$ cat config.mk
export PLATFORM = sky130hd
export DESIGN_NAME = systolic_feeder
export DESIGN_NICKNAME = d
export VERILOG_FILES = /design/src/rtl/systolic_pkg.sv /design/src/rtl/systolic_skew_lane.sv /design/src/rtl/systolic_feeder.sv
export SDC_FILE = /design/constraint.sdc
export NUM_CORES = 1
export LEC_CHECK = 0
export ABC_AREA = 0
export BUFFER_PORTS_ARGS = -buffer_cell sky130_fd_sc_hd__buf_2
export CORE_MARGIN = 4
export CORE_UTILIZATION = 45
export CTS_CLUSTER_SIZE = 16
export DETAILED_ROUTE_END_ITERATION = 10
export GPL_TIMING_DRIVEN = 0
export PLACE_DENSITY_LB_ADDON = 0.2
export SLEW_MARGIN = 15
export SYNTH_ARGS = -nofsm -noshare
export SYNTH_HDL_FRONTEND = slang
export SYNTH_SLANG_ARGS = --single-unit
$ cat constraint.sdc
create_clock -name clk -period 12.6 [get_ports clk]
set_clock_uncertainty 0.05 [all_clocks]
set_input_delay 2.52 -clock clk [delete_from_list [all_inputs] [get_ports clk]]
set_output_delay 2.52 -clock clk [all_outputs]
set_load 0.03 [all_outputs]
$ cat src/rtl/systolic_pkg.sv
// Shared types and helpers for the systolic array input feeder.
package systolic_pkg;

  typedef enum logic [1:0] {
    IDLE   = 2'd0,
    STREAM = 2'd1,
    DRAIN  = 2'd2,
    DONE   = 2'd3
  } systolic_feeder_state_t;

  // Cycles of zero flush needed for the last skewed word to cross the array.
  function automatic int drain_cycles(input int size);
    return 2 * (size - 1);
  endfunction

endpackage

$ cat src/rtl/systolic_skew_lane.sv
// Enable-gated delay line for one array lane; depth 0 degenerates to a wire.
module systolic_skew_lane #(
  parameter int n     = 16,
  parameter int depth = 1
) (
  input  logic         clk,
  input  logic         rst,
  input  logic         en,
  input  logic [n-1:0] d,
  output logic [n-1:0] q
);

  if (depth == 0) begin : g_wire
    logic unused_ctrl;
    assign unused_ctrl = ^{clk, rst, en};
    assign q = d;
  end else begin : g_shift
    logic [n-1:0] stage [depth];

    // NOTE: the delay stages sit in the operand path, so they are cleared on
    // reset; otherwise stale words would be injected into the array.
    always_ff @(posedge clk or posedge rst) begin
      if (rst) begin
        for (int k = 0; k < depth; k++) stage[k] <= '0;
      end else if (en) begin
        stage[0] <= d;
        for (int k = 1; k < depth; k++) stage[k] <= stage[k-1];
      end
    end

    assign q = stage[depth-1];
  end

endmodule

$ cat src/rtl/systolic_feeder.sv
// Skews x/w vectors into a size x size systolic array, flushes with zeros, pulses done.
// Optional stall counter port perf_stalls when SYSTOLIC_FEEDER_PERF_EN is defined.
module systolic_feeder
  import systolic_pkg::*;
#(
  parameter int n    = 16,
  parameter int size = 4,
  parameter int lw   = 8
) (
  input  logic              clk,
  input  logic              rst,
  input  logic              start,
  input  logic [lw-1:0]     len,
  input  logic [size*n-1:0] recv_x,
  input  logic [size*n-1:0] recv_w,
  input  logic              recv_val,
  output logic              recv_rdy,
  output logic [size*n-1:0] x_out,
  output logic [size*n-1:0] w_out,
  output logic              en_out,
  output logic              busy,
  output logic              done
`ifdef SYSTOLIC_FEEDER_PERF_EN
  ,
  output logic [31:0]       perf_stalls
`endif
);

  localparam int              dw         = $clog2(2 * size);
  localparam logic [dw-1:0]   drain_load = dw'(drain_cycles(size));

  systolic_feeder_state_t state;
  logic [lw-1:0]          remaining;
  logic [dw-1:0]          drain_cnt;
  logic                   fire;

  // recv_rdy is registered and high exactly while in STREAM.
  assign fire   = recv_val & recv_rdy;
  assign en_out = fire | (state == DRAIN);

  // NOTE: all state here is sequential, so every assignment is non-blocking;
  // blocking assignments would let later statements see this cycle's update.
  always_ff @(posedge clk or posedge rst) begin
    if (rst) begin
      state     <= IDLE;
      remaining <= '0;
      drain_cnt <= '0;
      recv_rdy  <= 1'b0;
      busy      <= 1'b0;
      done      <= 1'b0;
    end else begin
      done <= 1'b0;
      case (state)
        IDLE: begin
          if (start) begin
            remaining <= len;
            if (len != '0) begin
              state    <= STREAM;
              recv_rdy <= 1'b1;
              busy     <= 1'b1;
            end else begin
              state <= DONE;
              done  <= 1'b1;
            end
          end
        end
        STREAM: begin
          if (fire) begin
            remaining <= remaining - lw'(1);
            if (remaining == lw'(1)) begin
              state     <= DRAIN;
              recv_rdy  <= 1'b0;
              drain_cnt <= drain_load;
            end
          end
        end
        DRAIN: begin
          drain_cnt <= drain_cnt - dw'(1);
          if (drain_cnt == dw'(1)) begin
            state <= DONE;
            busy  <= 1'b0;
            done  <= 1'b1;
          end
        end
        DONE:    state <= IDLE;
        default: state <= IDLE;
      endcase
    end
  end

  // Lanes take the live word only on fire; otherwise (DRAIN, stalls) they see zeros.
  for (genvar i = 0; i < size; i++) begin : g_lane
    logic [n-1:0] x_d;
    logic [n-1:0] w_d;

    assign x_d = fire ? recv_x[i*n +: n] : '0;
    assign w_d = fire ? recv_w[i*n +: n] : '0;

    systolic_skew_lane #(.n(n), .depth(i)) u_x_lane (
      .clk (clk),
      .rst (rst),
      .en  (en_out),
      .d   (x_d),
      .q   (x_out[i*n +: n])
    );

    systolic_skew_lane #(.n(n), .depth(i)) u_w_lane (
      .clk (clk),
      .rst (rst),
      .en  (en_out),
      .d   (w_d),
      .q   (w_out[i*n +: n])
    );
  end

`ifdef SYSTOLIC_FEEDER_PERF_EN
  always_ff @(posedge clk or posedge rst) begin
    if (rst) begin
      perf_stalls <= '0;
    end else if (state == IDLE && start) begin
      perf_stalls <= '0;
    end else if (state == STREAM && !recv_val && perf_stalls != '1) begin
      perf_stalls <= perf_stalls + 32'd1;
    end
  end
`endif

endmodule

==> results of run 1 <==
layout by cell type, fill, tap and decap left out, types with 3 or more instances in the layout:
cell type and instances:
dfrtp_1 208, nand3b_1 96, mux2_2 97, and3_1 33, clkbuf_1 40, buf_4 69
nor2_1 9, nor4_1 3, o21ai_0 3, nand3_1 3, nand2_1 195, ha_1 7
a31oi_1 4, buf_2 281, inv_1 11, clkbuf_16 23, nor3_1 6, clkbuf_8 6
a21oi_1 9, diode_2 3
cell families after synthesis:
group                      after synthesis  share of synthesized area, %
adders and majority gates                7                         0.943
muxes                                   98                          11.9
AOI/OAI and AO/OA                       35                          2.80
DFF                                    208                          56.1
and+or+nand+nor                        360                          20.2
buffers and inverters                  129                          8.15
state kept, by name, indices dropped and copies added (netlist names):
signal,cells
done,1
remaining,8
g_lane.u_w_lane.q,48
recv_rdy,1
g_lane.u_x_lane.g_shift.stage,48
state,2
g_lane.u_w_lane.g_shift.stage,48
busy,1
g_lane.u_x_lane.q,48
drain_cnt,3
through the flow:
stage	area (sq um)	hold slack, ns
floorplan	9290	0.420
detailed placement	11000	0.436
finish	11800	0.448
global placement	11000	0.433
global route	11800	0.456
CTS	11800	0.436
area by class of cell:
class / instances / area [sq um]
Buffer: 117 / 712
Multi-Input combinational cell: 500 / 3320
Clock inverter: 5 / 57.6
Timing Repair Buffer: 272 / 1410
Antenna cell: 3 / 7.51
Clock buffer: 33 / 673
Tap cell: 270 / 338
Inverter: 12 / 52.6
Sequential cell: 208 / 5200
Fill cell: 1736 / 8460
power by group through the flow:
stage          Clock (mW)  Combinational (mW)  Sequential, mW
2_1_floorplan           0               0.753            1.01
4_1_cts             0.667                1.04           0.986
5_1_grt             0.695                1.12            1.01
3_3_place_gp            0                1.02           0.989
3_5_place_dp            0                1.04           0.996
6_report            0.648                1.03           0.985
routing by layer:
metal	vias up	track usage, %	share of wire [%]
met5	-	0	0.031
met4	2	5.30	2.4
met3	38	4.61	6.6
met2	194	31.0	47
met1	3318	26.7	44
li1	3353	-	-
cells in the mapped netlist, drive strengths merged (2+ instances only):
library cell,count
dfrtp,208
nand2,195
mux2,97
nand3b,96
buf,81
clkbuf,36
and3,33
inv,12
nor2,10
a21oi,9
ha,7
nor3,6
a31oi,4
nand3,3
nor4,3
o21ai,3
o22a,3
o31ai,3
a211o,2
a211oi,2
a2bb2oi,2
nand2b,2
nand4b,2
nor2b,2
o22ai,2
or3,2
worst max-delay path, cell delays in order:
cell and delay, ns:
buf_2 0.16, and2_1 0.13, buf_2 0.23, nor2_2 0.10, inv_1 0.09, buf_2 0.26, buf_2 0.27
path summary, 6_finish.rpt:
path                                                        end                                 start  slack, ns
max in group asynchronous              g_lane[1].u_w_lane.q[10]                                   rst       9.48
max reg2reg                g_lane[2].u_x_lane.g_shift.stage[28]                              state[0]      10.41
min                        g_lane[3].u_w_lane.g_shift.stage[18]  g_lane[3].u_w_lane.g_shift.stage[18]       0.45
max                                                      en_out                              recv_val       6.26
min reg2reg                g_lane[3].u_w_lane.g_shift.stage[18]  g_lane[3].u_w_lane.g_shift.stage[18]       0.45
min in group asynchronous              g_lane[3].u_x_lane.q[12]                                   rst       1.94
==> results.json, run 1 <==
{
  "synth_edf_count": 0,
  "syn_inst": 837,
  "cts_resized": 0,
  "place.gp.congestion": 0.819,
  "place_ws_ns": 6.21,
  "hold_depth": 1,
  "arrival_ns": 3.77,
  "r2r_cells": 6,
  "ctsLongestPathBuffers": 3,
  "rows": 52,
  "critPathKind": "in2out",
  "drtIter0Drc": 362,
  "wl_mm": 22.8,
  "cts-htree-levels": 1,
  "avgSynthCellArea_sq_um": 11.1,
  "clock-root-buffer": "clkbuf_16",
  "pin_count": 272,
  "path_clk_slew_ns": 0.06,
  "swShare_pct": 35.3,
  "power_mw": 2.67,
  "yosysSeqAreaShare_pct": 56.1,
  "cts_setup_buffers": 0,
  "initial_utilization_pct": 45.9,
  "die-area_sq_um": 23000,
  "portBuffers": 270,
  "hpwl_mm": 16.3,
  "final-hold-violation-count": 0,
  "instances_no_fill": 1420,
  "finalCriticalPeriod_ns": 6.34,
  "routedWlPerCell_um": 16.0,
  "utilization_pct": 58.2,
  "grt_setup_unrepaired": "false",
  "numClockSinks": 208,
  "synth_warnings": 0,
  "setup_ws_ns": 6.26,
  "synth_area_leader_cell": "dfrtp_1",
  "route.detailed.drc": 0,
  "fin_crit_sh_pct": 50.3,
  "tightestPinTransition_ns": 0.834,
  "antenna_found_initial": 4,
  "cts_tree": "done",
  "synthArstFlopShare_pct": 100,
  "synth.cell_area_sq_um": 9290,
  "status": "completed",
  "tns_ns": 0,
  "ant_nets": 0,
  "viasPerCell": 4.86,
  "cts_hold_buf": 0,
  "seqPwrFrac_pct": 37.0,
  "numCtsBuffers": 23,
  "max_slew_margin_pct": 44.0,
  "synth_top_area_share_pct": 56.1,
  "vdd_drop_max_mv": 0.102,
  "nets": 1281,
  "grt_pass1_vias": 6913,
  "ys_types": 45,
  "share_comb_of_total_power_pct": 38.7,
  "num_vias": 6905,
  "clkPwrFrac_pct": 24.3,
  "place_inst": 1379,
  "p_switching_mw": 0.942,
  "grt_pass1_wl_mm": 35.8,
  "grt_usage_pct": 19.4,
  "synth.area.top_cells": "dfrtp_1 56%, mux2_2 12%, nand2_1 7.9%",
  "synthesis.nets": 984,
  "fmax_ghz": 0.158,
  "grt_overflow": 0,
  "start_kind": "primary input",
  "first_pass_iters": 4,
  "powerDensity_nw_per_um2": 226,
  "drive_above_1_share_pct": 42.8,
  "hold_class": "reg2reg",
  "p_leak_nw": 6.18,
  "critPathCaptureType": "output pin",
  "clock_latency_ns": 0.50,
  "die_y_um": 152,
  "core_region_area_sq_um": 20200,
  "areaGrowthSynthToFinish_pct": 26.8,
  "intPower_mw": 1.72,
  "cp_max_fo": 10,
  "crit_required_ns": 10.03,
  "grt_max_degree": 97,
  "drv_slew": 0,
  "synth-main-ff-cell": "dfrtp_1",
  "dieWidth_um": 152,
  "maxCapViolCount": 0,
  "synth_seq_cells": 208,
  "setup_violations": 0
}
Note: power is estimated with default switching activity, not from simulation.
==> run 2: changes to the inputs <==
- clock period: 12.6 -> 5.5 ns (I/O delays scaled with it)
==> results.json, run 2 (synthesis gave the netlist of run 1 again) <==
{
  "drtIter0Drc": 247,
  "powerDensity_nw_per_um2": 513,
  "hold_depth": 1,
  "areaGrowthSynthToFinish_pct": 27.3,
  "place_inst": 1383,
  "wl_mm": 22.6,
  "p_leak_nw": 6.20,
  "viasPerCell": 4.83,
  "cts_tree": "done",
  "portBuffers": 270,
  "clock-root-buffer": "clkbuf_16",
  "nets": 1284,
  "grt_setup_unrepaired": "false",
  "power_mw": 6.06,
  "initial_utilization_pct": 45.9,
  "crit_top_cell": "buf_2",
  "tns_ns": 0,
  "numClockSinks": 208,
  "cts_hold_buf": 0,
  "hold_class": "reg2reg",
  "crit_chain": "buf_2, and2_1, buf_2, nor2_2, inv_1, buf_2, buf_2",
  "clock_latency_ns": 0.50,
  "maxCapViolCount": 0,
  "layout_commonest_cell": "buf_2",
  "layout_common_cells": "281 x buf_2, 208 x dfrtp_1, 195 x nand2_1",
  "dieWidth_um": 152,
  "arrival_ns": 2.34,
  "critPathCaptureType": "output pin",
  "utilization_pct": 58.4,
  "final-hold-violation-count": 0,
  "max_slew_margin_pct": 41.6,
  "grt_max_degree": 36,
  "crit_required_ns": 4.35,
  "ctsLongestPathBuffers": 3,
  "path_clk_slew_ns": 0.06,
  "die_y_um": 152,
  "instances_no_fill": 1424,
  "rrSetupSlack_ns": 3.30,
  "setup_violations": 0,
  "route.detailed.drc": 0,
  "grt_pass1_wl_mm": 36.2,
  "numCtsBuffers": 22,
  "drv_slew": 0,
  "first_pass_iters": 4,
  "vdd_drop_max_mv": 0.236,
  "status": "completed",
  "cts_resized": 0,
  "antenna_found_initial": 3,
  "start_kind": "primary input",
  "drive_above_1_share_pct": 42.8,
  "slowest_delay_ns": 0.26,
  "pin_count": 272,
  "num_vias": 6883,
  "grt_overflow": 0,
  "crit_slowest_cell": "buf_2",
  "cts-htree-levels": 1,
  "reg2reg_to": "g_lane[2].u_x_lane.g_shift.stage[18]",
  "rows": 52,
  "hpwl_mm": 16.5,
  "critPathKind": "in2out",
  "fmax_ghz": 0.286,
  "cts_setup_buffers": 0,
  "grt_pass1_vias": 6995,
  "routedWlPerCell_um": 15.9,
  "grt_usage_pct": 19.7,
  "reg2reg_from": "state[0]",
  "tightestPinTransition_ns": 0.870,
  "hold-path-endpoint": "g_lane[3].u_x_lane.q[14]",
  "min_from": "g_lane[3].u_x_lane.g_shift.stage[30]",
  "die-area_sq_um": 23000,
  "place.gp.congestion": 0.813,
  "cp_max_fo": 10,
  "core_region_area_sq_um": 20200,
  "r2r_cells": 6,
  "fin_crit_sh_pct": 63.5,
  "ant_nets": 0,
  "finalCriticalPeriod_ns": 3.49
}
## run 2: cell count changes in the layout (fill, tap and decap cells not counted)
cell,previous run,this run
clkinv_8,0,1
clkinv_4,1,0
inv_8,1,0
buf_12,0,5
clkbuf_8,6,5
clkinv_2,2,3
inv_6,1,0
diode_2,3,1
clkinvlp_4,0,1
buf_16,2,1
clkbuf_1,40,44
clkbuf_16,23,22
## run 2: worst max path at each step
stage	startpoint	endpoint	slack [ns]	depth (start not counted)
after floorplan	rst	busy	1.65	1
after detailed placement	recv_val	en_out	1.97	7
after global placement	rst	g_lane[1].u_w_lane.q[4]	0.30	2
final	recv_val	en_out	2.01	7
after CTS	recv_val	en_out	1.97	7
after global routing	recv_val	en_out	1.89	7
## run 2: layout make-up
type	count	area (sq um)
sequential	208	5200
fill	1821	8420
antenna	1	2.50
clock buffer	35	649
clock inverter	5	61.3
multi-input combinational	500	3320
tap	270	338
inverter	12	48.8
buffer	117	712
timing repair buffer	276	1480
## run 2: worst max-delay path, delay by kind of cell
family | cells | cell delay, ns
buffers and inverters | 5 | 1.00
AND/OR/NAND/NOR | 2 | 0.23
## run 2: metal layers
metal	part of all wire (%)	global-route usage [%]
met5	0.15	0
met4	2.1	4.40
met3	7.4	5.32
met2	47	32.2
met1	43	26.4
## run 2: stage by stage
step	hold WS, ns	cell area (sq um)	setup WS (ns)
after floorplan	0.420	9290	1.65
after global placement	0.432	11000	0.299
after detailed placement	0.437	11100	1.97
after CTS	0.450	11800	1.97
after global routing	0.466	11800	1.89
final	0.449	11800	2.01
## run 2: report_power, final
group / switching, mW / internal [mW]
clock network: 0.587 / 0.858
registers: 0.251 / 2.00
logic: 1.31 / 1.06
==> run 3: changes to the inputs <==
- ABC_AREA: 0 -> 1
- clock period: 5.5 -> 3.1 ns (I/O delays scaled with it)
==> results.json, run 3 <==
{
  "status": "completed",
  "rows": 51,
  "reg2reg_from": "state[0]",
  "grt_pass1_wl_mm": 36.9,
  "place_inst": 1519,
  "tns_ns": 0,
  "dieWidth_um": 151,
  "crit_slowest_cell": "dfrtp_1",
  "synth.cell_area_sq_um": 9140,
  "areaGrowthSynthToFinish_pct": 28.7,
  "clock-root-buffer": "clkbuf_16",
  "grt_usage_pct": 20.4,
  "avgSynthCellArea_sq_um": 9.36,
  "crit_required_ns": 2.43,
  "numClockSinks": 208,
  "num_vias": 7236,
  "powerDensity_nw_per_um2": 961,
  "instances_no_fill": 1559,
  "synth.most_common_cell": "nand2_1",
  "layout_common_cells": "284 x buf_2, 250 x nand2_1, 208 x dfrtp_1",
  "utilization_pct": 59.6,
  "synth.area.top_cells": "dfrtp_1 57%, nand2_1 10%, buf_4 5.5%",
  "p_switching_mw": 4.21,
  "maxCapViolCount": 0,
  "drive_above_1_share_pct": 34.0,
  "grt_setup_unrepaired": "false",
  "fmax_ghz": 0.346,
  "p_leak_nw": 6.46,
  "routedWlPerCell_um": 14.9,
  "fin_crit_sh_pct": 93.2,
  "setup_ws_ns": 0.209,
  "critPathKind": "reg2out",
  "first_pass_iters": 4,
  "synthesis.nets": 1123,
  "crit_top_cell": "buf_6",
  "reg2reg_to": "g_lane[2].u_w_lane.g_shift.stage[17]",
  "grt_max_degree": 37,
  "synth_top_area_share_pct": 56.9,
  "route.detailed.drc": 0,
  "intPower_mw": 7.09,
  "final-hold-violation-count": 0,
  "synth_area_leader_cell": "dfrtp_1",
  "layout_commonest_cell": "buf_2",
  "power_mw": 11.3,
  "seqPwrFrac_pct": 36.1,
  "initial_utilization_pct": 46.4,
  "antenna_found_initial": 3,
  "cts_setup_buffers": 0,
  "hold_class": "in2async",
  "start_kind": "flop",
  "r2r_cells": 7,
  "crit_start": "state[0]",
  "clkPwrFrac_pct": 24.8,
  "nFillCells": 1747,
  "die-area_sq_um": 22700,
  "cp_max_fo": 10,
  "cts_hold_buf": 0,
  "wl_mm": 23.2,
  "cts_tree": "done",
  "die_y_um": 151,
  "path_buf_inv": 6,
  "core_region_area_sq_um": 19700,
  "place_ws_ns": 0.475,
  "syn_inst": 976,
  "fin_hold_ws_ns": 0.121,
  "yosysSeqAreaShare_pct": 56.9,
  "ctsLongestPathBuffers": 3,
  "vdd_drop_max_mv": 0.534,
  "tightestPinTransition_ns": 0.686,
  "synthTopCellsByCount": "250 x nand2_1, 208 x dfrtp_1, 97 x nand3_1",
  "cts_resized": 0,
  "synth-main-ff-cell": "dfrtp_1",
  "nets": 1426,
  "drtIter0Drc": 250,
  "max_slew_margin_pct": 54.2,
  "swShare_pct": 37.3,
  "path_clk_slew_ns": 0.06,
  "grt_overflow": 0,
  "ys_types": 25,
  "rrSetupSlack_ns": 1.17,
  "viasPerCell": 4.64,
  "synth_edf_count": 0,
  "design_area_sq_um": 11800,
  "finalCriticalPeriod_ns": 2.89,
  "drv_slew": 0,
  "synthArstFlopShare_pct": 100,
  "share_comb_of_total_power_pct": 39.2,
  "portBuffers": 271,
  "grt_pass1_vias": 7343,
  "ant_nets": 0,
  "clock_latency_ns": 0.49,
  "dpl_cell_area_sq_um": 11000,
  "slowest_delay_ns": 0.40,
  "setup_violations": 0,
  "crit_chain": "inv_1, ha_1, inv_2, nand2_1, buf_6, buf_6, buf_6, buf_2",
  "pin_count": 272,
  "arrival_ns": 2.22,
  "cpLargestDelayFamily": "buffers and inverters",
  "critPathCaptureType": "output pin",
  "synth_seq_cells": 208,
  "place.gp.congestion": 0.859,
  "cts-htree-levels": 1,
  "numCtsBuffers": 23,
  "hpwl_mm": 17.3,
  "synth_warnings": 0
}
[run 3: worst max path at each step]
stage / endpoint / cells past startpoint
after CTS: en_out / 8
after floorplan: busy / 1
after detailed placement: x_out[2] / 6
final: en_out / 8
after global placement: g_lane[2].u_w_lane.q[6] / 2
after global routing: en_out / 8
[run 3: area by class of cell]
class / instances / area (sq um) / area share [%]
diodes: 2 / 5.00 / 0.0426
plain buffers: 115 / 767 / 6.52
clock buffers: 33 / 643 / 5.47
clock inverters: 5 / 125 / 1.06
inverters: 84 / 319 / 2.71
multi-input cells: 569 / 2850 / 24.3
flip-flops and latches: 208 / 5200 / 44.3
well taps: 265 / 332 / 2.82
repair buffers: 278 / 1510 / 12.9
[run 3: cells by family (layout without fill, tap and decap cells)]
group | after synthesis | count (layout) | share of synthesized area (%)
buffers and inverters | 199 | 515 | 11.8
adders and majority gates | 7 | 7 | 0.958
muxes | 51 | 51 | 6.28
DFF | 208 | 208 | 56.9
AOI/OAI and AO/OA | 76 | 76 | 4.45
other | 0 | 2 | 0
and+or+nand+nor | 435 | 435 | 19.5
[run 3: per-layer routing]
layer	up-vias	share of wire [%]	track usage, %
li1	3622	-	-
met1	3386	41	25.8
met2	196	50	35.0
met3	30	7.7	5.39
met4	2	1.6	4.76
met5	-	0.056	0
[run 3: power groups by stage]
stage / clock [mW] / combinational (mW) / sequential [mW]
6_report: 2.80 / 4.42 / 4.08
5_1_grt: 2.99 / 4.87 / 4.19
4_1_cts: 2.86 / 4.49 / 4.08
3_5_place_dp: 0 / 4.48 / 4.12
3_3_place_gp: 0 / 4.38 / 4.09
2_1_floorplan: 0 / 3.16 / 4.19
